File: src/rtl/square_mover_pkg.sv
// Shared geometry, bus layout and state encoding for the square mover.
// Also holds the per-axis step helpers used by the sweep datapath.
package square_mover_pkg;

  localparam int H_ACTIVE    = 640;
  localparam int V_ACTIVE    = 480;
  localparam int SQUARE_SIZE = 30;

  localparam int SLOT_W     = 40;
  localparam int NUM_SLOTS  = 16;
  localparam int PLAYER_OFS = 640;
  localparam int POS_W      = 660;
  localparam int COORD_W    = 10;
  localparam int LFSR_W     = 16;

  localparam logic [9:0] PARK_COORD = 10'd1023;

  localparam int X_OFS    = 0;
  localparam int Y_OFS    = 10;
  localparam int ACT_OFS  = 20;
  localparam int XDIR_OFS = 21;
  localparam int YDIR_OFS = 22;

  typedef enum logic [1:0] {
    IDLE = 2'd0,
    RUN  = 2'd1,
    OVER = 2'd2
  } state_t;

  // Enemy axis step; returns {new_dir, new_coord}. Bounces clamp onto the edge.
  function automatic logic [10:0] enemy_axis(input logic [9:0]  coord,
                                             input logic        dir,
                                             input logic [10:0] lim,
                                             input logic [10:0] spd);
    logic [10:0] c11;
    logic [10:0] sum;
    logic [10:0] diff;
    c11  = {1'b0, coord};
    sum  = c11 + spd;
    diff = c11 - spd;
    if (!dir) begin
      if (sum > lim) return {1'b1, lim[9:0]};
      return {1'b0, sum[9:0]};
    end
    if (c11 < spd) return {1'b0, 10'd0};
    return {1'b1, diff[9:0]};
  endfunction

  function automatic logic [9:0] player_axis(input logic [9:0]  coord,
                                             input logic        dec,
                                             input logic        inc,
                                             input logic [10:0] lim,
                                             input logic [10:0] spd);
    logic [10:0] c11;
    logic [10:0] sum;
    logic [10:0] diff;
    c11  = {1'b0, coord};
    sum  = c11 + spd;
    diff = c11 - spd;
    if (dec && !inc) return (c11 < spd) ? 10'd0 : diff[9:0];
    if (inc && !dec) return (sum > lim) ? lim[9:0] : sum[9:0];
    return coord;
  endfunction

endpackage

File: src/rtl/square_mover_lfsr.sv
// Free-running 16-bit Fibonacci LFSR (taps 16,14,13,11) used for enemy spawns.
module square_lfsr
  import square_mover_pkg::*;
#(
  parameter logic [15:0] SEED = 16'hACE1
) (
  input  logic              clk,
  input  logic              reset,
  output logic [LFSR_W-1:0] value
);

  always_ff @(posedge clk) begin
    if (reset) begin
      value <= SEED;
    end else begin
      value <= {value[14:0], value[15] ^ value[13] ^ value[12] ^ value[10]};
    end
  end

endmodule

File: src/rtl/square_mover.sv
// Owns the player and 16 enemy squares; sweeps one slot per clk after each
// refresh tick and publishes the packed position bus for the collision checker.
module square_mover #(
  parameter int          SQUARE_SIZE  = 30,
  parameter int          H_ACTIVE     = 640,
  parameter int          V_ACTIVE     = 480,
  parameter int          ENEMY_SPEED  = 2,
  parameter int          PLAYER_SPEED = 4,
  parameter logic [15:0] LFSR_SEED    = 16'hACE1
) (
  input  logic                                clk,
  input  logic                                reset,
  input  logic                                refresh_tick,
  input  logic                                start,
  input  logic                                btn_left,
  input  logic                                btn_right,
  input  logic                                btn_up,
  input  logic                                btn_down,
  input  logic                                status,
  input  logic [5:0]                          num_squares,
  output logic [square_mover_pkg::POS_W-1:0]  position,
  output logic                                busy,
  output logic                                game_over
);

  import square_mover_pkg::*;

  localparam logic [10:0] X_LIM      = 11'(H_ACTIVE - SQUARE_SIZE);
  localparam logic [10:0] Y_LIM      = 11'(V_ACTIVE - SQUARE_SIZE);
  localparam logic [10:0] E_SPD      = 11'(ENEMY_SPEED);
  localparam logic [10:0] P_SPD      = 11'(PLAYER_SPEED);
  localparam logic [9:0]  PLAYER_X0  = 10'((H_ACTIVE - SQUARE_SIZE) / 2);
  localparam logic [9:0]  PLAYER_Y0  = 10'((V_ACTIVE - SQUARE_SIZE) / 2);
  localparam logic [4:0]  PLAYER_IDX = 5'(NUM_SLOTS);

  state_t state, state_next;

  logic [LFSR_W-1:0]    lfsr;
  logic [9:0]           ex [NUM_SLOTS];
  logic [9:0]           ey [NUM_SLOTS];
  logic [NUM_SLOTS-1:0] eact, exd, eyd;
  logic [9:0]           px, py;
  logic [4:0]           idx;
  logic [3:0]           btn_q;

  logic       collide, sweep_launch, layout_restore;
  logic [3:0] slot;
  logic [4:0] active_limit;
  logic [9:0] nx, ny;
  logic       nxd, nyd, nact;

  square_lfsr #(.SEED(LFSR_SEED)) u_lfsr (
    .clk   (clk),
    .reset (reset),
    .value (lfsr)
  );

  assign collide        = (state == RUN) && refresh_tick && !status;
  assign sweep_launch   = (state == RUN) && refresh_tick && status && !busy;
  assign layout_restore = (state == OVER) && start;
  assign game_over      = (state == OVER);

  always_ff @(posedge clk) begin
    if (reset) begin
      state <= IDLE;
    end else begin
      state <= state_next;
    end
  end

  always_comb begin
    state_next = state;
    unique case (state)
      IDLE:    if (start) state_next = RUN;
      RUN:     if (collide) state_next = OVER;
      OVER:    if (start) state_next = IDLE;
      default: state_next = IDLE;
    endcase
  end

  // Next value of the enemy slot addressed by the sweep index.
  always_comb begin
    slot         = idx[3:0];
    active_limit = (num_squares > 6'd16) ? 5'd16 : num_squares[4:0];
    nx   = ex[slot];
    ny   = ey[slot];
    nxd  = exd[slot];
    nyd  = eyd[slot];
    nact = eact[slot];
    if (eact[slot]) begin
      {nxd, nx} = enemy_axis(ex[slot], exd[slot], X_LIM, E_SPD);
      {nyd, ny} = enemy_axis(ey[slot], eyd[slot], Y_LIM, E_SPD);
    end else if ({1'b0, slot} < active_limit) begin
      nx   = {1'b0, lfsr[8:0]};
      ny   = {2'b0, lfsr[15:8]};
      nxd  = lfsr[3];
      nyd  = lfsr[6];
      nact = 1'b1;
    end
  end

  always_ff @(posedge clk) begin
    if (reset || layout_restore) begin
      for (int i = 0; i < NUM_SLOTS; i++) begin
        ex[i] <= PARK_COORD;
        ey[i] <= PARK_COORD;
      end
      eact  <= '0;
      exd   <= '0;
      eyd   <= '0;
      px    <= PLAYER_X0;
      py    <= PLAYER_Y0;
      busy  <= 1'b0;
      idx   <= '0;
      btn_q <= '0;
    end else if (collide) begin
      busy <= 1'b0;
    end else if (sweep_launch) begin
      busy  <= 1'b1;
      idx   <= '0;
      btn_q <= {btn_left, btn_right, btn_up, btn_down};
    end else if (busy) begin
      if (idx == PLAYER_IDX) begin
        px   <= player_axis(px, btn_q[3], btn_q[2], X_LIM, P_SPD);
        py   <= player_axis(py, btn_q[1], btn_q[0], Y_LIM, P_SPD);
        busy <= 1'b0;
      end else begin
        ex[slot]   <= nx;
        ey[slot]   <= ny;
        exd[slot]  <= nxd;
        eyd[slot]  <= nyd;
        eact[slot] <= nact;
      end
      idx <= idx + 5'd1;
    end
  end

  always_comb begin
    position = '0;
    for (int i = 0; i < NUM_SLOTS; i++) begin
      position[i*SLOT_W + X_OFS +: COORD_W] = ex[i];
      position[i*SLOT_W + Y_OFS +: COORD_W] = ey[i];
      position[i*SLOT_W + ACT_OFS]          = eact[i];
      position[i*SLOT_W + XDIR_OFS]         = exd[i];
      position[i*SLOT_W + YDIR_OFS]         = eyd[i];
    end
    position[PLAYER_OFS +: COORD_W]           = px;
    position[PLAYER_OFS + COORD_W +: COORD_W] = py;
  end

endmodule

File: config.mk
export PLATFORM = sky130hd
export DESIGN_NAME = square_mover
export DESIGN_NICKNAME = d
export VERILOG_FILES = /design/src/rtl/square_mover_pkg.sv /design/src/rtl/square_mover_lfsr.sv /design/src/rtl/square_mover.sv
export SDC_FILE = /design/constraint.sdc
export NUM_CORES = 1
export LEC_CHECK = 0
export ABC_AREA = 0
export BUFFER_PORTS_ARGS = -buffer_cell sky130_fd_sc_hd__buf_4
export CAP_MARGIN = 20
export CORE_AREA = 3 3 265 267
export CTS_CLUSTER_DIAMETER = 30
export CTS_CLUSTER_SIZE = 20
export DETAILED_ROUTE_END_ITERATION = 7
export DIE_AREA = 0 0 268 270
export GPL_ROUTABILITY_DRIVEN = 1
export PLACE_DENSITY_LB_ADDON = 0.2
export SETUP_SLACK_MARGIN = 0.3
export SKIP_CTS_REPAIR_TIMING = 1
export SYNTH_ARGS = -nofsm -noshare
export SYNTH_HDL_FRONTEND = slang
export SYNTH_HIERARCHICAL = 1
export SYNTH_SLANG_ARGS = --single-unit
export TNS_END_PERCENT = 1
File: constraint.sdc
create_clock -name clk -period 3.8 [get_ports clk]
set_clock_uncertainty 0.1 [all_clocks]
set_input_delay 0.38 -clock clk [delete_from_list [all_inputs] [get_ports clk]]
set_output_delay 0.38 -clock clk [all_outputs]
set_load 0.02 [all_outputs]
Yosys cells after proc, flatten, opt, wreduce, memory -nomap -nowiden
Memories as Yosys holds them, arrays and structs flattened. A register that Yosys moved wholly into a read port is not among the register bits.
Index checks and enable logic that the tools add are counted.
- register bits: 96
- RAM bits: 320
- input bits: 15
- output and inout bits: 662
- word-level logic and storage cells: 188
- memories kept: 2
- add/sub/neg operators: 9
- $lt $le $gt $ge: 12
- eq/ne operators: 6
- multiplexer cells: 113
- bitwise operators: 6
- reduce and logical (&&, ||, !) cells: 30
- memory list (name ; words ; bits a word ; rd ports ; clocked after Yosys merged registers in ; write ports ; line ; text):
    ex ; 16 ; 10 ; 17 ; 1 ; 16 ; square_mover.sv:39 ; logic [9:0] ex [NUM_SLOTS];
    ey ; 16 ; 10 ; 17 ; 1 ; 16 ; square_mover.sv:40 ; logic [9:0] ey [NUM_SLOTS];
- operators with widths (kind ; count):
    10-bit two-way mux ; 18
    11-bit two-way mux ; 12
    1-bit two-way mux ; 63
    16-bit bitwise mux ; 3
    4-bit two-way mux ; 6
    10-bit by 2-bit adder with 11-bit output, second input constant ; 2
    10-bit by 3-bit adder with 11-bit output, second input constant ; 2
    11-bit by 10-bit greater-than comparator with 1-bit output, second input constant ; 2
    11-bit by 9-bit greater-than comparator with 1-bit output, second input constant ; 2
    10-bit by 2-bit less-than comparator with 1-bit output, second input constant ; 2
    10-bit by 3-bit less-than comparator with 1-bit output, second input constant ; 2
    10-bit OR reduction ; 2
    10-bit by 2-bit subtractor with 10-bit output, second input constant ; 2
    10-bit by 3-bit subtractor with 10-bit output, second input constant ; 2
    5-bit two-way mux ; 3
    1-bit binary-select mux with 4-bit select ; 3
    1-bit logical AND ; 10
    5-bit AND reduction ; 2
    6-bit by 5-bit greater-than comparator with 1-bit output, second input constant ; 1
    1-bit zero test ; 6
    2-bit two-way mux ; 3
    2-bit != test, second input constant ; 3
    2-bit case mux with 3 select lines ; 1
    2-bit nonzero test ; 3
    other kinds (16) ; 21

Depth between registers and ports, before layout
Gate-level depths: netlist of the first run.
- depth in word-level cells: 16
- mapped depth: 17
- mapped depth without buffers: 12

Cells and area by module
Netlist of the first run, hierarchy kept.
- by module, submodules not included (module ; times used ; cells each ; area an instance (µm²) ; sequential area each (µm²)):
    square_mover ; 1 ; 2023 ; 22235.1 ; 11290.8
    square_lfsr ; 1 ; 36 ; 454.2 ; 320.3

Worst setup path before layout of the first run
OpenSTA, ideal clock, no wires.
- kind: reg-to-reg
- from: reg with a tool-made name
- to: mem ex[1][8], data pin
- setup time: 162 ps
- arrival time: 3658 ps
- data required time: 3538 ps
- slack: -120 ps
- stages on the path, launching flop included: 15
- path buffers: 3
- period minus slack after synthesis: 3920 ps
- cell sequence: dfxtp_1 > buf_6 > buf_12 > buf_12 > mux4_2 > a22o_1 > a221oi_4 > ha_1 > nor4_1 > o21ai_1 > o311ai_1 > a22oi_2 > o21a_4 > or4b_4 > o2111ai_1
- RTL lines (what ; line):
    end, declared ; square_mover.sv:39

==> metrics.md, run 1 <==
| Metric | Value |
|---|---|
| Async SR Flop Fraction | 0 |
| Fin crit period | 3.888 ns |
| Layout filler cell count | 6,424 |
| Worst Hold Path Cells | 4 |
| Post-synthesis cell count | 2,059 |
| Sink Count | 420 |
| Starting DRC count in detailed routing | 1,667 |
| Seq/Total Area, Yosys | 0.5117 |
| Final Hold Fails | 1 |
| Worst vdd ir | 334.1 uV |
| Post-synthesis register bit count | 420 |
| WL final | 93,560 um |
| Antenna Cells | 0 |
| Routed len/inst | 25.70 um |
| Worst R2R End | ex[1][8] |
| Final ANT Viol Nets | 0 |
| Pre-CTS WS | -0.3349 ns |
| Crit path launch type | flop |
| Max Freq | 257.2 MHz |
| First-pass GRT wire length | 130,300 um |
| GR Util All Layers | 0.2479 |
| Most used DFF post-synth | edfxtp_1 |
| Final Setup Violations | 48 |
| Power Internal | 10.96 mW |
| Syn avg cell area | 11.02 um^2 |
| Power Density | 469.4 nW/um^2 |
| Worst R2R Setup Slack | -0.09 ns |
| Bufs on Longest Clock Path | 3 |
| Share of cells above drive strength 1 | 0.3517 |
| Worst hold endpoint | state[0] |
| EDFF count, synth | 320 |
| Total die area | 72,360 um^2 |
| Number of vias per cell | 5.087 |
| Max_slew headroom | 0.3059 |
| Hold WC Path Type | in2reg |
| Ports | 677 |
| P_sw | 3.581 mW |
| Cell area after placement | 27,110 um^2 |
| Final setup TNS | -1.338 ns |
| Type of the worst setup path | reg2reg |
| Largest net degree at the start of global routing | 24 |
| Hold Slack | -0.02820 ns |
| Status | finished, violations left |
| PortBufs | 404 |
| Initial Utilization | 0.3320 |
| # Max-Cap Violations | 0 |
| Nets@finish | 2,709 |
| CTS root buf | clkbuf_16 |
| Worst Tran Pin Value | 1.039 ns |
| CTS tree | done |
| Crit. End Element | flop |
| Hold path start | refresh_tick |
| Leakage power | 10.72 nW |
| RSZ-0062 raised after global routing | true |
| Violated checks | negative hold slack, negative setup slack |
| DP HPWL | 67,650 um |
| WP data required | 4.16 ns |
| Die X | 268 um |
| Logic pwr share | 0.079 |
| Core area | 68,350 um^2 |
| Synth warn | 6 |
| Slew Limit Fails | 0 |
| H-Tree Depth | 3 |
| Row count | 96 |
| Design Area, Final | 30,970 um^2 |
| Sw Ratio | 0.2463 |
| Clock Power Share | 0.578 |
| DRT Pass-1 Iters | 5 |
| Worst-path clk slew | 0.04 ns |
| Total gr overflow | 0 |
| Vias in the first global route | 18,020 |
| Die height | 270 um |
| Worst Reg-to-Reg Cells | 13 |
| Drt drc | 0 |
| Synthesis-to-finish area growth | 36.49% |
| Synth cell types | 97 |
| Post-layout util | 0.4531 |
| Clk_lat worst skew | 0.65 ns |
| Tot Pwr | 14.54 mW |
| Register share of total power | 0.343 |
| Final worst setup slack | -0.08784 ns |
| RePlAce Congestion | 0.8810 |
| CTS buffer count | 101 |
| Worst path arrival time | 4.25 ns |
| Syn Std Cell Area | 22,690 um^2 |
| Crit path max fanout | 6 |
| Vias post-DR | 18,520 |
| Fin crit share | 1.023 |
| Initial antenna violation count | 0 |
==> power groups by stage <==
stage,sequential [mW],clock (mW),combinational [mW]
final,4.99,8.40,1.15
after detailed placement,5.07,0,1.09
after floorplan,5.07,0,0.865
after CTS,4.99,8.47,1.09
after global placement,5.07,0,1.09
after global routing,4.98,8.75,1.21
==> worst max path at each step <==
stage,depth (start not counted),to,slack [ns]
2_1_floorplan,14,ex[1][8],-0.12
3_3_place_gp,15,ey[13][3],-0.37
3_5_place_dp,15,ey[2][3],-0.33
4_1_cts,15,ey[13][3],-0.38
5_1_grt,12,ex[1][8],-0.22
6_report,13,ex[1][8],-0.09
==> flip-flops by register name, summed over array words and instances, names as in the netlist, 4 cells and up, named ones only <==
| signal | cells |
|---|---|
| idx | 5 |
| ex | 160 |
| ey | 160 |
| py | 10 |
| btn_q | 4 |
| u_lfsr/value | 16 |
| px | 10 |
| eyd | 16 |
| eact | 16 |
| exd | 16 |
==> metal layers <==
layer / GRT usage / vias to the layer above / share of wire / wire, um
met5: 0 / - / 0 / 0
met4: 0.07190 / 0 / 0.024 / 2239
met3: 0.05794 / 129 / 0.092 / 8622
met2: 0.4151 / 1063 / 0.49 / 46050
met1: 0.3194 / 9241 / 0.39 / 36650
li1: - / 8083 / - / -
==> kinds of logic after synthesis <==
kind of cell,count (synthesis),synth area share
fa+ha+maj,20,0.01103
simple gates,728,0.1417
other cells,1,0.0001653
buf+inv,448,0.1296
flops,420,0.5117
compound gates,300,0.09027
mux,122,0.1078
xor+xnor,20,0.007720
==> area by class of cell <==
cell class,count,area (um^2),share of cell area
Clock inverter,55,604.3,0.01951
Timing Repair Buffer,642,5319,0.1717
Multi-Input combinational cell,1462,9378,0.3028
Clock buffer,132,2768,0.08937
Tap cell,882,1104,0.03563
Sequential cell,420,11620,0.3752
Inverter,47,176.4,0.005697
==> Yosys cell counts (5+ instances only) <==
| master | number | area [um^2] |
|---|---|---|
| edfxtp_1 | 320 | 9609 |
| nand2b_1 | 13 | 81.33 |
| nor2_1 | 98 | 367.9 |
| nand2_1 | 441 | 1655 |
| o21ai_0 | 96 | 480.5 |
| xor2_1 | 8 | 70.07 |
| mux2i_1 | 19 | 190.2 |
| o21a_1 | 7 | 52.55 |
| a211oi_1 | 11 | 82.58 |
| nor3_1 | 29 | 145.1 |
| a21oi_1 | 61 | 305.3 |
| a21oi_2 | 5 | 43.79 |
| o221ai_1 | 5 | 43.79 |
| and3_1 | 7 | 43.79 |
| and2_1 | 18 | 112.6 |
| ha_1 | 20 | 250.2 |
| buf_4 | 282 | 2117 |
| nand3_1 | 29 | 145.1 |
| clkbuf_1 | 53 | 198.9 |
| a31oi_1 | 5 | 31.28 |
| mux2_2 | 7 | 78.83 |
| xnor2_1 | 12 | 105.1 |
| dfxtp_1 | 100 | 2002 |
| or3_1 | 8 | 50.05 |
| buf_1 | 22 | 82.58 |
| nor4_1 | 13 | 81.33 |
| or2_2 | 5 | 31.28 |
| buf_6 | 12 | 135.1 |
| nand3b_1 | 5 | 37.54 |
| o21ai_1 | 7 | 35.03 |
| nand4_1 | 8 | 50.05 |
| buf_2 | 25 | 125.1 |
| nor2b_1 | 22 | 137.6 |
| a22o_1 | 6 | 52.55 |
| a41oi_1 | 6 | 52.55 |
| or2_1 | 9 | 56.30 |
| o22ai_1 | 13 | 81.33 |
| inv_1 | 44 | 165.2 |
| a22oi_1 | 11 | 82.58 |
| mux4_2 | 92 | 2072 |
==> layout by cell type, fill, tap and decap left out, types with 8 or more instances in the layout <==
cell type,Yosys,layout
a21oi_1,61,59
ha_1,20,16
mux4_2,92,94
inv_1,44,43
mux2i_1,19,18
and2_1,18,18
edfxtp_1,320,320
nand4_1,8,8
xnor2_1,12,12
or2_1,9,8
clkbuf_1,53,22
buf_4,282,592
clkinv_1,1,14
nor3_1,29,28
nor2b_1,22,22
nor4_1,13,11
o22ai_1,13,13
clkbuf_16,0,105
buf_12,4,34
clkinvlp_4,0,10
conb_1,1,272
nor2_1,98,96
nand2_1,441,438
or3_1,8,8
clkinv_2,0,11
a211oi_1,11,10
a22oi_1,11,11
dfxtp_1,100,96
xor2_1,8,8
o21ai_1,7,16
nand3_1,29,29
o21ai_0,96,84
bufinv_16,0,8
nand2b_1,13,13
==> through the flow <==
step	cells	hold WS (ns)
finish	3640	-0.02820
global route	3640	0.02862
CTS	3617	-0.1320
detailed placement	3430	0.3098
global placement	3430	0.3055
floorplan	2330	0.2988
==> critical path, cell delays in order (launching register included) <==
cell	delay, ns
dfxtp_4	0.39
buf_6	0.15
buf_6	0.12
mux4_2	0.55
a221oi_4	0.41
inv_2	0.11
ha_4	0.20
nor4b_2	0.25
o21ai_1	0.11
o311ai_2	0.30
a22oi_2	0.11
o21a_4	0.28
or4b_4	0.54
o2111ai_2	0.10
No activity file was read; power rests on OpenSTA's default activity.
==> run 2, diff against run 1 <==
--- a/config.mk
+++ b/config.mk
@@ -15,6 +15,7 @@
 export DIE_AREA = 0 0 268 270
 export GPL_ROUTABILITY_DRIVEN = 1
 export PLACE_DENSITY_LB_ADDON = 0.2
+export REMOVE_ABC_BUFFERS = 1
 export SETUP_SLACK_MARGIN = 0.3
 export SKIP_CTS_REPAIR_TIMING = 1
 export SYNTH_ARGS = -nofsm -noshare
==> run 2 against run 1 <==
The run ends with negative setup slack left. Highest routed layer unchanged. Via count is 0.92% higher. First-iteration DRC count is 5.5% lower. Largest cell class unchanged. Sequential power hardly changed. Critical endpoint unchanged. Setup slack worse by 0.0047 ns. Global-route usage is 0.82 points higher. Cell area is 1.6% higher. Largest power group unchanged. Hold slack better by 0.062 ns. Clock power hardly changed. Final cell count is 0.93% higher.
==> metrics.md, run 2 (synthesized netlist as in run 1, its figures left out) <==
| Metric | Value |
|---|---|
| Ports | 677 (unchanged) |
| Initial antenna violation count | 0 (unchanged) |
| Worst-path cell chain | buf_8, buf_4, mux4_2, a221oi_4, ha_4, nor4b_4, o21ai_2, o311ai_2, a22oi_2, o21a_4, or4b_4, o2111ai_1 (was buf_6, buf_6, mux4_2, a221oi_4, inv_2, ha_4, nor4b_2, o21ai_1, o311ai_2, a22oi_2, o21a_4, or4b_4, o2111ai_2) |
| WP data required | 4.18 ns (was 4.16 ns) |
| Row count | 96 (unchanged) |
| Total die area | 72,360 um^2 (unchanged) |
| CTS root buf | clkbuf_16 (unchanged) |
| Cell area after placement | 27,400 um^2 (was 27,110 um^2) |
| Number of vias per cell | 5.086 (was 5.087) |
| Synthesis-to-finish area growth | 38.66% (was 36.49%) |
| Crit path max-delay family | compound AO/OA/AOI/OAI gates (unchanged) |
| Worst R2R End | ex[1][8] (unchanged) |
| First-pass GRT wire length | 133,500 um (was 130,300 um) |
| RePlAce Congestion | 0.9378 (was 0.8810) |
| Core area | 68,350 um^2 (unchanged) |
| Hold path start | status (was refresh_tick) |
| Crit path to | ex[1][8] (unchanged) |
| Crit path max fanout | 7 (was 6) |
| Die height | 270 um (unchanged) |
| CP Depth | 12 (was 13) |
| Fin crit period | 3.893 ns (was 3.888 ns) |
| Final Setup Violations | 52 (was 48) |
| Nets@finish | 2,745 (was 2,709) |
| Worst Tran Pin Value | 0.8914 ns (was 1.039 ns) |
| Share of cells above drive strength 1 | 0.3660 (was 0.3517) |
| Violated checks | negative setup slack (was negative hold slack, negative setup slack) |
| Crit. End Element | flop (unchanged) |
| CTS tree | done (unchanged) |
| Layout filler cell count | 6,386 (was 6,424) |
| # Max-Cap Violations | 0 (unchanged) |
| Antenna Cells | 0 (unchanged) |
| Slew Limit Fails | 0 (unchanged) |
| Area of the multi-input gates | 9484 um^2 (was 9378 um^2) |
| Routed len/inst | 26.43 um (was 25.70 um) |
| Vias post-DR | 18,690 (was 18,520) |
| WL final | 97,090 um (was 93,560 um) |
| H-Tree Depth | 3 (unchanged) |
| Total gr overflow | 0 (unchanged) |
| Final Non-Filler Cells | 3,674 (was 3,640) |
| Most frequent cells in the layout | buf_4 (623), nand2_1 (439), edfxtp_1 (320), conb_1 (272), clkbuf_16 (99) (was buf_4 (592), nand2_1 (438), edfxtp_1 (320), conb_1 (272), clkbuf_16 (105)) |
| Final ANT Viol Nets | 0 (unchanged) |
| CTS buffer count | 96 (was 101) |
| Worst R2R Setup Slack | -0.09 ns (about the same) |
| Hold Slack | 0.03371 ns (was -0.02820 ns) |
| RSZ-0062 raised after global routing | true (unchanged) |
| Pre-CTS WS | -0.2184 ns (was -0.3349 ns) |
| Vias in the first global route | 18,140 (was 18,020) |
| Power Density | 463.7 nW/um^2 (was 469.4 nW/um^2) |
| Leakage power | 10.96 nW (was 10.72 nW) |
| Top flop regs | ex x160, ey x160 (unchanged) |
| Final Hold Fails | 0 (was 1) |
| Drt drc | 0 (unchanged) |
| DP HPWL | 71,140 um (was 67,650 um) |
| DRT Pass-1 Iters | 6 (was 5) |
| Worst vdd ir | 353.3 uV (was 334.1 uV) |
| Design Area, Final | 31,460 um^2 (was 30,970 um^2) |
| CP max-delay cell | or4b_4 (was mux4_2) |
| Max_slew headroom | 0.4045 (was 0.3059) |
| Clk_lat worst skew | 0.66 ns (was 0.65 ns) |
| Fin crit share | 1.024 (was 1.023) |
| Area of all sequential standard cells | 11,620 um^2 (about the same) |
| Sink Count | 420 (unchanged) |
| Most common cell after layout, fill and taps aside | buf_4 (unchanged) |
| Worst stage delay on the critical path | 0.54 ns (was 0.55 ns) |
| Worst path arrival time | 4.28 ns (was 4.25 ns) |
| Status | finished, violations left (unchanged) |
| GR Util All Layers | 0.2561 (was 0.2479) |
| Initial Utilization | 0.3320 (unchanged) |
| Crit path launch type | flop (unchanged) |
| Placed insts | 3,460 (was 3,430) |
| Bufs on Longest Clock Path | 3 (unchanged) |
| Final worst setup slack | -0.09258 ns (was -0.08784 ns) |
| Die X | 268 um (unchanged) |
| Hold WC Path Type | in2reg (unchanged) |
| Type of the worst setup path | reg2reg (unchanged) |
| Worst Reg-to-Reg Cells | 12 (was 13) |
| Worst-path clk slew | 0.05 ns (was 0.04 ns) |
| Buf+Inv Stages, Crit Path | 2 (was 3) |
| Max Freq | 256.9 MHz (was 257.2 MHz) |
| PortBufs | 404 (unchanged) |
| Largest net degree at the start of global routing | 41 (was 24) |
| Starting DRC count in detailed routing | 1,576 (was 1,667) |
-- run 2: cell count changes in the layout (fill, tap and decap cells not counted), sizes merged --
cell and delta:
buf +39, bufinv +6, clkbuf -19, clkinv +9, clkinvlp +2, dlygate4sd3 +1, inv -4
-- run 2: power by group --
part	switching, mW	leakage, nW	internal [mW]
combinational	0.828	6.35	0.353
sequential	0.0201	3.01	4.96
clock	2.76	1.60	5.66
total	3.61	11.0	11.0
-- run 2: layer usage --
| layer | up-vias | share of wire | global-route usage |
|---|---|---|---|
| met2 | 934 | 0.51 | 0.4507 |
| met3 | 127 | 0.093 | 0.06605 |
| li1 | 8158 | - | - |
| met1 | 9467 | 0.37 | 0.3159 |
| met4 | 0 | 0.020 | 0.05310 |
| met5 | - | 0 | 0 |
-- run 2: worst register-to-register path: stages (launching register included) --
cell and delay, ns:
dfxtp_4 0.42, buf_8 0.15, buf_4 0.11, mux4_2 0.52, a221oi_4 0.41, ha_4 0.29
nor4b_4 0.26, o21ai_2 0.08, o311ai_2 0.31, a22oi_2 0.12, o21a_4 0.30, or4b_4 0.54
o2111ai_1 0.12
-- run 2: stage by stage --
stage	TNS [ns]	utilization	power, mW
after CTS	-23.38	0.4498	14.59
after global placement	-17.59	0.4008	6.159
final	-1.872	0.4603	14.59
after floorplan	-797.55	-	5.675
after global routing	-16.70	0.4603	14.96
after detailed placement	-17.77	0.4008	6.162
-- run 2: layout make-up --
class	instances	area share
tap	882	0.03508
clock inverter	68	0.02708
multi-input combinational	1462	0.3015
timing repair buffer	683	0.1820
inverter	47	0.005687
clock buffer	112	0.07926
sequential	420	0.3695
-- run 2: worst min path at each step --
stage | cells after the start | endpoint | slack (ns)
6_report | 3 | state[1] | 0.03
5_1_grt | 3 | state[1] | 0.04
4_1_cts | 3 | btn_q[1] | -0.14
3_5_place_dp | 1 | u_lfsr/value[7] | 0.33
3_3_place_gp | 1 | u_lfsr/value[7] | 0.31
2_1_floorplan | 1 | u_lfsr/value[7] | 0.30
